File: src/rtl/uart_rx_core.sv
// rtl/uart_rx_core.sv - UART receiver: start, 8 data bits LSB first, parity, stop
// Oversamples a synchronized line; completed bytes are held for a valid/ack consumer.
module uart_rx_core #(
  parameter int CLKS_PER_BIT = 16,
  parameter int PARITY_ODD   = 0
) (
  input  logic       clk,
  input  logic       rst,
  input  logic       data_in,
  output logic [7:0] data_out,
  output logic       rx_valid,
  input  logic       rx_ack,
  output logic       parity_err,
  output logic       frame_err,
  output logic       overrun,
  output logic       rx_busy
);

  localparam int            CW        = $clog2(CLKS_PER_BIT);
  localparam logic [CW-1:0] HALF_LAST = CW'(CLKS_PER_BIT / 2 - 1);
  localparam logic [CW-1:0] BIT_LAST  = CW'(CLKS_PER_BIT - 1);
  localparam logic          ODD       = (PARITY_ODD != 0);

  typedef enum logic [2:0] {
    ST_IDLE,
    ST_START,
    ST_DATA,
    ST_PARITY,
    ST_STOP,
    ST_WAIT_IDLE
  } state_t;

  state_t        state_q, state_d;
  logic [CW-1:0] cyc_q, cyc_d;
  logic [2:0]    bitcnt_q, bitcnt_d;
  logic          sync1_q, sync2_q;
  logic [7:0]    shift_q, shift_d;
  logic          par_q, par_d;
  logic          stop_q, stop_d;
  logic          done_q, done_d;
  logic [7:0]    data_q, data_d;
  logic          valid_q, valid_d;
  logic          perr_q, perr_d;
  logic          ferr_q, ferr_d;
  logic          ovr_q, ovr_d;
  logic          busy_q, busy_d;
  logic          rxs;

  assign rxs = sync2_q;

  always_comb begin
    state_d  = state_q;
    cyc_d    = cyc_q;
    bitcnt_d = bitcnt_q;
    shift_d  = shift_q;
    par_d    = par_q;
    stop_d   = stop_q;
    done_d   = 1'b0;

    case (state_q)
      ST_IDLE: begin
        if (!rxs) begin
          state_d = ST_START;
          cyc_d   = '0;
        end
      end
      ST_START: begin
        if (cyc_q == HALF_LAST) begin
          cyc_d    = '0;
          bitcnt_d = '0;
          state_d  = rxs ? ST_IDLE : ST_DATA;
        end else begin
          cyc_d = cyc_q + 1'b1;
        end
      end
      ST_DATA: begin
        if (cyc_q == BIT_LAST) begin
          cyc_d             = '0;
          shift_d[bitcnt_q] = rxs;
          if (bitcnt_q == 3'd7) begin
            state_d = ST_PARITY;
          end else begin
            bitcnt_d = bitcnt_q + 1'b1;
          end
        end else begin
          cyc_d = cyc_q + 1'b1;
        end
      end
      ST_PARITY: begin
        if (cyc_q == BIT_LAST) begin
          cyc_d   = '0;
          par_d   = rxs;
          state_d = ST_STOP;
        end else begin
          cyc_d = cyc_q + 1'b1;
        end
      end
      ST_STOP: begin
        if (cyc_q == BIT_LAST) begin
          cyc_d   = '0;
          stop_d  = rxs;
          done_d  = 1'b1;
          state_d = rxs ? ST_IDLE : ST_WAIT_IDLE;
        end else begin
          cyc_d = cyc_q + 1'b1;
        end
      end
      ST_WAIT_IDLE: begin
        // A held-low line (break) must see a high level before a new frame can start.
        if (rxs) begin
          state_d = ST_IDLE;
        end
      end
      default: state_d = ST_IDLE;
    endcase

    data_d  = data_q;
    valid_d = valid_q;
    perr_d  = perr_q;
    ferr_d  = ferr_q;
    ovr_d   = ovr_q;
    if (done_q) begin
      data_d  = shift_q;
      perr_d  = (^shift_q) ^ par_q ^ ODD;
      ferr_d  = ~stop_q;
      valid_d = 1'b1;
      if (valid_q && !rx_ack) begin
        ovr_d = 1'b1;
      end
    end else if (rx_ack) begin
      valid_d = 1'b0;
    end
    busy_d = (state_d != ST_IDLE);
  end

  always_ff @(posedge clk) begin
    if (rst) begin
      state_q  <= ST_IDLE;
      cyc_q    <= '0;
      bitcnt_q <= '0;
      sync1_q  <= 1'b1;
      sync2_q  <= 1'b1;
      shift_q  <= '0;
      par_q    <= 1'b0;
      stop_q   <= 1'b1;
      done_q   <= 1'b0;
      data_q   <= '0;
      valid_q  <= 1'b0;
      perr_q   <= 1'b0;
      ferr_q   <= 1'b0;
      ovr_q    <= 1'b0;
      busy_q   <= 1'b0;
    end else begin
      state_q  <= state_d;
      cyc_q    <= cyc_d;
      bitcnt_q <= bitcnt_d;
      sync1_q  <= data_in;
      sync2_q  <= sync1_q;
      shift_q  <= shift_d;
      par_q    <= par_d;
      stop_q   <= stop_d;
      done_q   <= done_d;
      data_q   <= data_d;
      valid_q  <= valid_d;
      perr_q   <= perr_d;
      ferr_q   <= ferr_d;
      ovr_q    <= ovr_d;
      busy_q   <= busy_d;
    end
  end

  assign data_out   = data_q;
  assign rx_valid   = valid_q;
  assign parity_err = perr_q;
  assign frame_err  = ferr_q;
  assign overrun    = ovr_q;
  assign rx_busy    = busy_q;

endmodule

File: config.mk
export PLATFORM = sky130hd
export DESIGN_NAME = uart_rx_core
export DESIGN_NICKNAME = d
export VERILOG_FILES = /design/src/rtl/uart_rx_core.sv
export SDC_FILE = /design/constraint.sdc
export NUM_CORES = 1
export LEC_CHECK = 0
export BUFFER_PORTS_ARGS = -buffer_cell sky130_fd_sc_hd__buf_2
export CAP_MARGIN = 20
export CORE_ASPECT_RATIO = 1.1
export CORE_MARGIN = 5
export CORE_UTILIZATION = 45
export DETAILED_ROUTE_END_ITERATION = 10
export SLEW_MARGIN = 10
export SYNTH_ARGS = -nofsm -noshare
export SYNTH_HDL_FRONTEND = slang
export SYNTH_SLANG_ARGS = --single-unit
File: constraint.sdc
create_clock -name clk -period 2.05 [get_ports clk]
set_clock_uncertainty 0.2 [all_clocks]
set_input_delay 0.41 -clock clk [delete_from_list [all_inputs] [get_ports clk]]
set_output_delay 0.41 -clock clk [all_outputs]
set_load 0.01 [all_outputs]
Word level (Yosys, flattened, before mapping)
Index checks and enable logic that the tools add are counted.
{"block": "word_totals", "ff_bits": 36, "inputBits": 4, "elab_cells": 75}
{"block": "classes", "n_addsub": 2, "n_lt_le_gt_ge": 2, "eq_ne": 12, "n_mux": 24, "bitwise_logic": 3, "reduce_logical": 17}
{"operator": "$mux 3", "n": 11}
{"operator": "$pmux 3 s6", "n": 1}
{"operator": "$mux 4", "n": 3}
{"operator": "$pmux 4 s3", "n": 1}
{"operator": "$reduce_and 2->1", "n": 5}
{"operator": "$eq 3x3->1 const B", "n": 3}
{"operator": "$bwmux 8", "n": 1}
{"operator": "$ne 2x2->1 const B", "n": 4}
{"operator": "$reduce_xor 8->1", "n": 1}
{"operator": "$eq 3x2->1 const B", "n": 2}
{"operator": "$pmux 3 s2", "n": 1}
{"operator": "$reduce_bool 3->1", "n": 2}
{"operator": "$add 4x1->4 const B", "n": 1}
{"operator": "$eq 4x3->1 const B", "n": 1}
{"operator": "$eq 4x4->1 const B", "n": 1}
{"operator": "$lt 3x4->1 const B", "n": 1}
{"operator": "$mux 1", "n": 4}
{"operator": "$reduce_and 4->1", "n": 1}
{"operator": "$reduce_bool 2->1", "n": 2}
{"operator": "$add 3x1->3 const B", "n": 1}
{"operator": "$demux 1 s3", "n": 1}
{"operator": "$eq 3x1->1 const B", "n": 1}
{"operator": "$ge 3x1->1 const B", "n": 1}
{"operator": "$logic_not 3->1", "n": 1}
{"operator": "other kinds (7)", "n": 9}

Depth between registers and ports, before layout
Gate-level depths: netlist of run 1.
{"block": "depth", "depth_word": 5, "ltp_mapped": 6, "depth_no_buf": 6}

Worst setup path after synthesis of run 1
OpenSTA, ideal clock, no wires.
{"block": "synth_path", "path_kind": "register to register", "start": "register bitcnt_q[0]", "end": "register bitcnt_q[1]", "setup_ns": 0.128, "t_arrival_ns": 1.390, "t_required_ns": 1.722, "path_slack_ns": 0.332, "path_stages_with_launch": 7, "path_cell_list": "dfxtp_1 > ha_1 > ha_1 > nand4bb_1 > a211o_1 > a22oi_1 > nor2_1"}
{"block": "synth_between", "elab_chain_cells": 4, "elab_cells_between_ends": 7}
{"item": "start, declared", "line_no": "35", "rtl": "logic [2:0] bitcnt_q, bitcnt_d;"}
{"item": "start signal, assigned", "line_no": "156", "rtl": "bitcnt_q <= bitcnt_d;"}
{"item": "$add 3x1->3", "line_no": "83", "rtl": "bitcnt_d = bitcnt_q + 1'b1;"}
{"item": "$mux 3", "line_no": "80", "rtl": "if (bitcnt_q == 3'd7) begin"}
{"item": "$mux 3", "line_no": "77", "rtl": "if (cyc_q == BIT_LAST) begin"}
{"item": "$pmux 3 s2", "line_no": "60", "rtl": "case (state_q)"}
Parallel ways exist; a longest one is shown, timed or not. The select of a mux whose other input is x is not followed.
A chain may end at the register's enable or synchronous reset.

Final worst setup path of run 1
Same ends and word-level chain as after synthesis.

==> impl_metrics.env, run 1 <==
export IMPL_max_stage_delay_ns=0.37
export IMPL_die_w_um=68.7
export IMPL_pwr_share_seq_pct=54.9
export IMPL_ys_types=42
export IMPL_fmax_ghz=0.544
export IMPL_num_antenna_cells=0
export IMPL_core_area_um2=3650
export IMPL_p_per_area_nw_per_um2=669
export IMPL_crit_end="bitcnt_q[1]"
export IMPL_syn_instance_count=189
export IMPL_synthArstFlopShare_pct=0
export IMPL_outcome="finished, final reports clean"
export IMPL_critPathTopFamily="compound AO/OA/AOI/OAI gates"
export IMPL_post_drt_wl_per_cell_um=13.5
export IMPL_syn_area_um2=1710
export IMPL_intPower_mw=1.02
export IMPL_grt_max_degree=28
export IMPL_ys_ff_latch=36
export IMPL_critPathRequiredTime_ns=2.03
export IMPL_nets=214
export IMPL_crit_chain="ha_1, ha_1, nand4bb_1, a211o_1, a22oi_1, nor2_1"
export IMPL_setup_tns_final_ns=0
export IMPL_design_area_um2=1940
export IMPL_antenna_found_initial=0
export IMPL_crit_path_max_fanout=6
export IMPL_drt_total_wl_um=3480
export IMPL_insertion_delay_ns=0.28
export IMPL_rows=23
export IMPL_yosysSeqAreaShare_pct=42.2
export IMPL_firstDrtPassIters=4
export IMPL_startpoint="bitcnt_q[0]"
export IMPL_drv_slew=0
export IMPL_vias=1415
export IMPL_syn2layout_area_growth_pct=13.3
export IMPL_start_kind="register"
export IMPL_finalSetupViolations=0
export IMPL_clk_path_buf_depth=2
export IMPL_power_frac_clock_pct=41.8
export IMPL_p_comb_share_pct=3.3
export IMPL_fin_crit_sh_pct=89.6
export IMPL_cpMaxStageDelayCell="dfxtp_1"
export IMPL_ys_flop_type="dfxtp_1"
export IMPL_rr_startpoint="bitcnt_q[0]"
export IMPL_tightest_slew_ns=0.543
export IMPL_hp_class="in2reg"
export IMPL_syn_num_nets=196
export IMPL_vdd_drop_max_mv=0.449
export IMPL_die_h_um=74.6
export IMPL_cts_root_buf="clkbuf_8"
export IMPL_cts_resized=0
export IMPL_vias_per_cell=5.51
export IMPL_cts_tree="built"
export IMPL_fin_util_pct=53.0
export IMPL_avgSynthCellArea_um2=9.04
export IMPL_clk_pin_slew_ns=0.07
export IMPL_cp_common_cell="ha_1"
export IMPL_synth_edf_count=0
export IMPL_dieArea_um2=5130
export IMPL_gr_total_overflow=0
export IMPL_grt_pass1_vias=1372
export IMPL_drive_gt1_share_pct=16.4
export IMPL_finalHoldViolCount=0
export IMPL_reg2reg_slack_ns=0.21
export IMPL_slew_headroom_pct=63.7
export IMPL_io_buffers=16
export IMPL_initial_utilization_pct=46.7
export IMPL_end_kind="register"
export IMPL_r2r_cells=6
export IMPL_hold_buffers=0
export IMPL_p_switching_mw=0.274
export IMPL_top_level_ports=17
export IMPL_place_congestion=0.852
export IMPL_fill_cells=365
export IMPL_drv_cap=0
export IMPL_cts_buffers=5
export IMPL_post_cts_buffers=0
export IMPL_report_power_total_mw=1.29
export IMPL_hpwl_um=2510
export IMPL_cp_num_buf_inv=0
export IMPL_drc=0
export IMPL_path_class="reg2reg"
export IMPL_yosysWarningCount=0
export IMPL_htree_levels=2
export IMPL_fin_crit_ns=1.84
export IMPL_grt_first_pass_wirelength_um=6220
export IMPL_crit_cells=6
export IMPL_switching_share_pct=21.2
export IMPL_p_leak_nw=0.777
export IMPL_initialDrtViolationCount=90
export IMPL_r2r_end="bitcnt_q[1]"
export IMPL_ant_nets=0
export IMPL_cts_sinks=36
export IMPL_crit_arrival_ns=1.81
export IMPL_rsz0062_at_grt="false"
export IMPL_grtUsageTotal_pct=16.3
export IMPL_placed_cell_area_um2=1840
[metal layers]
layer  vias up  wire, um  global-route usage (%)  part of all wire [%]
li1        700         -                       -                     -
met1       677      1530                    18.7                    44
met2        30      1750                    27.8                    50
met3         8       133                    4.93                   3.8
met4         0        68                    7.36                   2.0
met5         -         0                       0                     0
[layout by cell type, fill, tap and decap left out, types with 2 or more instances in the layout]
| cell | Yosys | layout |
|---|---|---|
| xor2_1 | 2 | 2 |
| o21bai_1 | 2 | 2 |
| nor3_1 | 2 | 2 |
| o21ai_0 | 3 | 3 |
| and4b_1 | 2 | 2 |
| o221ai_1 | 2 | 2 |
| nand4_1 | 3 | 3 |
| dfxtp_1 | 36 | 36 |
| o211ai_1 | 2 | 2 |
| a2111oi_0 | 2 | 2 |
| nor2b_1 | 5 | 5 |
| or2_2 | 2 | 2 |
| a22oi_1 | 2 | 2 |
| clkbuf_8 | 0 | 7 |
| buf_2 | 6 | 16 |
| xnor2_1 | 4 | 4 |
| buf_4 | 1 | 7 |
| nand2_1 | 7 | 7 |
| nand3_1 | 5 | 5 |
| a21oi_1 | 9 | 9 |
| inv_1 | 4 | 4 |
| and2_1 | 2 | 2 |
| nor2_1 | 33 | 33 |
| a21o_1 | 2 | 2 |
| ha_1 | 3 | 3 |
| mux2i_1 | 18 | 18 |
| a211o_1 | 2 | 2 |
| nand3b_1 | 2 | 2 |
| nand2b_1 | 6 | 6 |
| nor4_1 | 4 | 4 |
[registers in the layout, indices dropped and copies added (netlist names), 3 cells and up]
register / flops
cyc_q: 4
data_out: 8
shift_q: 8
bitcnt_q: 3
state_q: 3
[cell type report]
cell class              instances  area (um2)  area share [%]
well taps                      50        62.6            3.23
inverters                       4        15.0           0.776
multi-input cells             137         908            46.9
clock buffers                   7        96.3            4.98
repair buffers                 23         133            6.85
flip-flops and latches         36         721            37.2
[cells by family (layout without fill, tap and decap cells)]
kind of cell    count (synthesis)  in the layout  synth area share, %
mux                            18             18                 10.5
fa+ha+maj                       3              3                 2.20
xor+xnor                        7              7                 4.40
compound gates                 30             30                 11.9
flops                          36             36                 42.2
buf+inv                        16             34                 4.62
simple gates                   79             79                 24.2
[Yosys cell counts (3+ instances only)]
cell      number  area share (%)
clkbuf_1       4            0.88
nand4_1        3             1.1
mux2i_1       18              11
buf_2          6             1.8
nor2b_1        5             1.8
xnor2_1        4             2.1
inv_1          4            0.88
nor2_1        33             7.3
nand2_1        7             1.5
dfxtp_1       36              42
nand2b_1       6             2.2
o21ai_0        3            0.88
ha_1           3             2.2
nor4_1         4             1.5
nand3_1        5             1.5
a21oi_1        9             2.6
[power by group through the flow]
stage | registers (mW) | logic [mW] | clock network (mW)
floorplan | 0.725 | 0.0332 | 0
global placement | 0.727 | 0.0411 | 0
detailed placement | 0.727 | 0.0424 | 0
CTS | 0.711 | 0.0424 | 0.561
global route | 0.712 | 0.0480 | 0.592
finish | 0.711 | 0.0421 | 0.542
[worst min-delay path by stage]
stage | slack (ns) | cells after the start | start | end
floorplan | 0.19 | 1 | sync1_q | rxs
global placement | 0.19 | 1 | sync1_q | rxs
detailed placement | 0.20 | 1 | sync1_q | rxs
CTS | 0.1 | 2 | data_in | sync1_q
global route | 0.1 | 2 | data_in | sync1_q
finish | 0.10 | 2 | data_in | sync1_q
[through the flow]
stage / setup WS [ns] / hold WS, ns / cells
6_report: 0.213 / 0.103 / 257
5_1_grt: 0.0657 / 0.0994 / 257
4_1_cts: 0.196 / 0.0961 / 257
3_5_place_dp: 0.207 / 0.198 / 250
3_3_place_gp: 0.266 / 0.191 / 250
2_1_floorplan: 0.332 / 0.189 / 189
Note: power is estimated with default switching activity, not from simulation.
==> inputs of run 2 (changes only) <==
--- a/config.mk
+++ b/config.mk
@@ -10,6 +10,7 @@
 export CORE_ASPECT_RATIO = 1.1
 export CORE_MARGIN = 5
 export CORE_UTILIZATION = 45
+export CTS_BUF_LIST = sky130_fd_sc_hd__clkbuf_2
 export DETAILED_ROUTE_END_ITERATION = 10
 export SLEW_MARGIN = 10
 export SYNTH_ARGS = -nofsm -noshare
==> run 2 against run 1 <==
Register-to-register slack worse by 0.02 ns. Sequential cell count stayed put. First-iteration DRC count is 12% lower. Non-clock buffer count is 1 higher. Total power is 19% lower. Via count is 0.35% lower. Cell count is 0.39% higher. Final area is 2.8% lower. Global-route usage is 0.092 points lower. Combinational power is 4% higher. Die area stayed put. Clock power is 46% lower. Critical endpoint is now shift_q[5].
==> impl_metrics.env, run 2 (synthesis results as in run 1) <==
export IMPL_fin_crit_ns=1.85
export IMPL_insertion_delay_ns=0.37
export IMPL_reg2reg_slack_ns=0.20
export IMPL_die_w_um=68.7
export IMPL_finalSetupViolations=0
export IMPL_fmax_ghz=0.539
export IMPL_top_level_ports=17
export IMPL_r2r_cells=5
export IMPL_drv_slew=0
export IMPL_path_class="reg2reg"
export IMPL_vias=1410
export IMPL_startpoint="cyc_q[0]"
export IMPL_cts_tree="built"
export IMPL_core_area_um2=3650
export IMPL_cts_buffers=5
export IMPL_r2r_end="shift_q[5]"
export IMPL_p_leak_nw=0.755
export IMPL_die_h_um=74.6
export IMPL_ant_nets=0
export IMPL_rr_startpoint="cyc_q[0]"
export IMPL_critPathRequiredTime_ns=2.13
export IMPL_cts_resized=0
export IMPL_min_from="rx_ack"
export IMPL_fin_crit_sh_pct=90.4
export IMPL_initialDrtViolationCount=79
export IMPL_grt_first_pass_wirelength_um=6220
export IMPL_max_stage_delay_ns=0.44
export IMPL_rows=23
export IMPL_cpMaxStageDelayCell="nor4_1"
export IMPL_place_congestion=0.852
export IMPL_cts_sinks=36
export IMPL_vdd_drop_max_mv=0.433
export IMPL_clk_path_buf_depth=2
export IMPL_hp_class="in2reg"
export IMPL_end_kind="register"
export IMPL_p_per_area_nw_per_um2=558
export IMPL_crit_path_max_fanout=5
export IMPL_nets=215
export IMPL_cts_root_buf="clkbuf_2"
export IMPL_mostFrequentLayoutCell="dfxtp_1"
export IMPL_whs_ns=0.122
export IMPL_grtUsageTotal_pct=16.2
export IMPL_drive_gt1_share_pct=15.4
export IMPL_antenna_found_initial=0
export IMPL_crit_arrival_ns=1.94
export IMPL_clk_pin_slew_ns=0.18
export IMPL_initial_utilization_pct=46.7
export IMPL_post_drt_wl_per_cell_um=13.3
export IMPL_dieArea_um2=5130
export IMPL_finalHoldViolCount=0
export IMPL_num_antenna_cells=0
export IMPL_drv_cap=0
export IMPL_crit_chain="ha_1, nand4b_1, nor4_1, mux2i_1, nor2_1"
export IMPL_start_kind="register"
export IMPL_hold_end="rx_valid"
export IMPL_holdPathStages=4
export IMPL_layout_common_cells="36 x dfxtp_1, 33 x nor2_1, 18 x mux2i_1"
export IMPL_grt_pass1_vias=1370
export IMPL_io_buffers=16
export IMPL_gr_total_overflow=0
export IMPL_firstDrtPassIters=4
export IMPL_hpwl_um=2510
export IMPL_drt_total_wl_um=3430
export IMPL_slew_headroom_pct=63.8
export IMPL_setup_tns_final_ns=0
export IMPL_vias_per_cell=5.47
export IMPL_grt_max_degree=28
export IMPL_drc=0
export IMPL_syn2layout_area_growth_pct=10.2
export IMPL_tightest_slew_ns=0.542
export IMPL_rsz0062_at_grt="false"
export IMPL_htree_levels=2
export IMPL_critPathTopFamily="simple AND/OR/NAND/NOR gates"
export IMPL_cp_num_buf_inv=0
export IMPL_outcome="finished, final reports clean"
==> run 2: cell types whose count changed in the layout (fill, tap and decap cells not counted), sizes merged <==
cell	delta
dlygate4sd3	+1
clkbuf	-2
clkinv	+2
==> run 2: where the power goes <==
group / internal [mW] / leakage [nW] / switching, mW
Sequential: 0.706 / 0.291 / 0.00659
Combinational: 0.0184 / 0.440 / 0.0252
Clock: 0.0704 / 0.0239 / 0.224
Total: 0.795 / 0.755 / 0.256
==> run 2: layout make-up <==
| type | count | area (um2) |
|---|---|---|
| inverters | 4 | 15.0 |
| clock buffers | 5 | 25.0 |
| well taps | 50 | 62.6 |
| repair buffers | 24 | 143 |
| clock inverters | 2 | 7.51 |
| fillers | 368 | 1770 |
| multi-input cells | 137 | 908 |
| flip-flops and latches | 36 | 721 |
==> run 2: per-stage QoR <==
| stage | instance area (um2) | power [mW] | setup slack [ns] | util [%] | instances |
|---|---|---|---|---|---|
| after floorplan | 1710 | 0.758 | 0.332 | - | 189 |
| after global placement | 1840 | 0.768 | 0.266 | 50.3 | 250 |
| after detailed placement | 1840 | 0.770 | 0.207 | 50.3 | 250 |
| after CTS | 1880 | 1.07 | 0.186 | 51.5 | 258 |
| after global routing | 1880 | 1.11 | 0.0548 | 51.5 | 258 |
| final | 1880 | 1.05 | 0.196 | 51.5 | 258 |
==> run 2: tightest hold or removal path, cell delays in order <==
cell and delay, ns:
buf_2 0.08, nor2b_1 0.04, nor2_1 0.08, nor2_1 0.04
==> run 2: worst max-delay path by stage <==
stage	cells past startpoint	end
6_report	5	shift_q[5]
4_1_cts	6	bitcnt_q[1]
5_1_grt	6	bitcnt_q[1]
3_5_place_dp	6	bitcnt_q[1]
3_3_place_gp	5	shift_q[5]
2_1_floorplan	6	bitcnt_q[1]
==> run 2: layer usage <==
metal	GRT usage (%)	vias to the layer above	share of wire (%)
met5	0	-	0
met4	6.93	0	1.8
li1	-	704	-
met2	27.9	33	50
met3	5.07	7	4.6
met1	18.4	666	44
==> run 2: what timing repair did <==
| action | in CTS | in global routing |
|---|---|---|
| hold endpoints to repair | 1 | 0 |
| hold buffers | 1 | 0 |
| buffers inserted | 0 | 0 |
==> inputs of run 3 (changes only) <==
--- a/config.mk
+++ b/config.mk
@@ -5,13 +5,14 @@
 export SDC_FILE = /design/constraint.sdc
 export NUM_CORES = 1
 export LEC_CHECK = 0
-export BUFFER_PORTS_ARGS = -buffer_cell sky130_fd_sc_hd__buf_2
 export CAP_MARGIN = 20
 export CORE_ASPECT_RATIO = 1.1
 export CORE_MARGIN = 5
-export CORE_UTILIZATION = 45
+export CORE_UTILIZATION = 55
 export CTS_BUF_LIST = sky130_fd_sc_hd__clkbuf_2
 export DETAILED_ROUTE_END_ITERATION = 10
+export DONT_BUFFER_PORTS = 1
+export PLACE_DENSITY = 0.7
 export SLEW_MARGIN = 10
 export SYNTH_ARGS = -nofsm -noshare
 export SYNTH_HDL_FRONTEND = slang
==> run 3 against run 2 <==
Utilization rose by 8.4 points. Register-to-register slack worse by 0.02 ns. Global-route usage increased by 0.78 points. Combinational power about the same. Worst hold slack worse by 0.074 ns.
==> impl_metrics.env, run 3 (synthesis results as in run 1) <==
export IMPL_fin_util_pct=59.9
export IMPL_syn2layout_area_growth_pct=6.01
export IMPL_drc=0
export IMPL_rows=21
export IMPL_path_class="reg2reg"
export IMPL_fmax_ghz=0.535
export IMPL_grt_pass1_vias=1298
export IMPL_crit_arrival_ns=1.96
export IMPL_mostFrequentLayoutCell="dfxtp_1"
export IMPL_met2_usage_pct=30.9
export IMPL_grt_use_met1_pct=17.3
export IMPL_core_area_um2=3020
export IMPL_finalSetupViolations=0
export IMPL_insertion_delay_ns=0.40
export IMPL_grt_busiest_layer="met2"
export IMPL_drv_slew=0
export IMPL_firstDrtPassIters=4
export IMPL_drt_total_wl_um=3240
export IMPL_use_met3_pct=4.27
export IMPL_placed_cell_area_um2=1720
export IMPL_top_level_ports=17
export IMPL_tightest_slew_ns=0.627
export IMPL_cts_resized=0
export IMPL_rsz0062_at_grt="false"
export IMPL_ant_nets=0
export IMPL_num_antenna_cells=0
export IMPL_antenna_found_initial=0
export IMPL_vias_per_cell=5.73
export IMPL_htree_levels=2
export IMPL_hp_class="in2reg"
export IMPL_p_per_area_nw_per_um2=596
export IMPL_drive_gt1_share_pct=8.81
export IMPL_post_drt_wl_per_cell_um=14.3
export IMPL_outcome="finished, final reports clean"
export IMPL_fin_crit_sh_pct=91.2
export IMPL_vias=1300
export IMPL_dieArea_um2=4320
export IMPL_drv_cap=0
export IMPL_end_kind="register"
export IMPL_die_h_um=68.4
export IMPL_grt_first_pass_wirelength_um=5580
export IMPL_cts_sinks=36
export IMPL_clk_pin_slew_ns=0.19
export IMPL_gr_total_overflow=0
export IMPL_start_kind="register"
export IMPL_critPathRequiredTime_ns=2.14
export IMPL_grtUsageTotal_pct=17.0
export IMPL_place_congestion=0.737
export IMPL_initial_utilization_pct=56.5
export IMPL_die_w_um=63.1
export IMPL_crit_path_max_fanout=6
export IMPL_hold_buffers=3
export IMPL_io_buffers=0
export IMPL_finalHoldViolCount=0
export IMPL_vdd_drop_max_mv=0.509
export IMPL_p_leak_nw=0.682
export IMPL_fill_cells=281
export IMPL_nets=199
export IMPL_layout_common_cells="36 x dfxtp_1, 33 x nor2_1, 18 x mux2i_1"
export IMPL_post_cts_buffers=0
export IMPL_slew_headroom_pct=58.2
export IMPL_cts_root_buf="clkbuf_2"
export IMPL_cts_tree="built"
export IMPL_initialDrtViolationCount=34
export IMPL_design_area_um2=1810
export IMPL_cts_buffers=5
export IMPL_setup_tns_final_ns=0
export IMPL_hpwl_um=2240
export IMPL_clk_path_buf_depth=2
export IMPL_fin_crit_ns=1.87
export IMPL_grt_max_degree=36
==> run 3: per-layer routing <==
metal | share of wire (%) | vias up
li1 | - | 669
met1 | 43 | 603
met3 | 4.2 | 8
met2 | 51 | 20
met4 | 2.2 | 0
met5 | 0 | -
==> run 3: path summary, 6_finish.rpt <==
path                                    end   startpoint  slack [ns]  cells past startpoint
worst max-delay path            bitcnt_q[2]  bitcnt_q[0]        0.18                      6
worst max register to register  bitcnt_q[2]  bitcnt_q[0]        0.18                      6
worst min-delay path               cyc_q[0]          rst        0.05                      2
worst min register to register          rxs      sync1_q        0.23                      1
==> run 3: power by group <==
part / switching (mW) / total [mW] / internal [mW]
Combinational: 0.0226 / 0.0437 / 0.0210
Clock: 0.238 / 0.321 / 0.0822
Sequential: 0.00886 / 0.715 / 0.706
==> run 3: critical path, cell delays in order, from the launching register on <==
cell       delay (ns)
dfxtp_1          0.40
ha_1             0.22
ha_1             0.20
nand4bb_1        0.19
a211o_1          0.35
a22oi_1          0.16
nor2_1           0.06
==> run 3: area by class of cell <==
type | instances | area [um2] | share of cell area, %
clock buffer | 5 | 25.0 | 1.38
multi-input combinational | 137 | 908 | 50.2
timing repair buffer | 8 | 80.1 | 4.42
sequential | 36 | 721 | 39.8
tap | 34 | 42.5 | 2.35
inverter | 4 | 15.0 | 0.829
clock inverter | 3 | 18.8 | 1.04
==> run 3: stage by stage <==
stage | hold WS [ns] | setup WS, ns | total power [mW] | cells
after global placement | 0.193 | 0.276 | 0.753 | 215
final | 0.0479 | 0.180 | 1.08 | 227
after global routing | 0.0171 | 0.0623 | 1.14 | 227
after detailed placement | 0.196 | 0.197 | 0.755 | 215
after CTS | 0.0209 | 0.167 | 1.09 | 226
after floorplan | 0.189 | 0.332 | 0.758 | 189
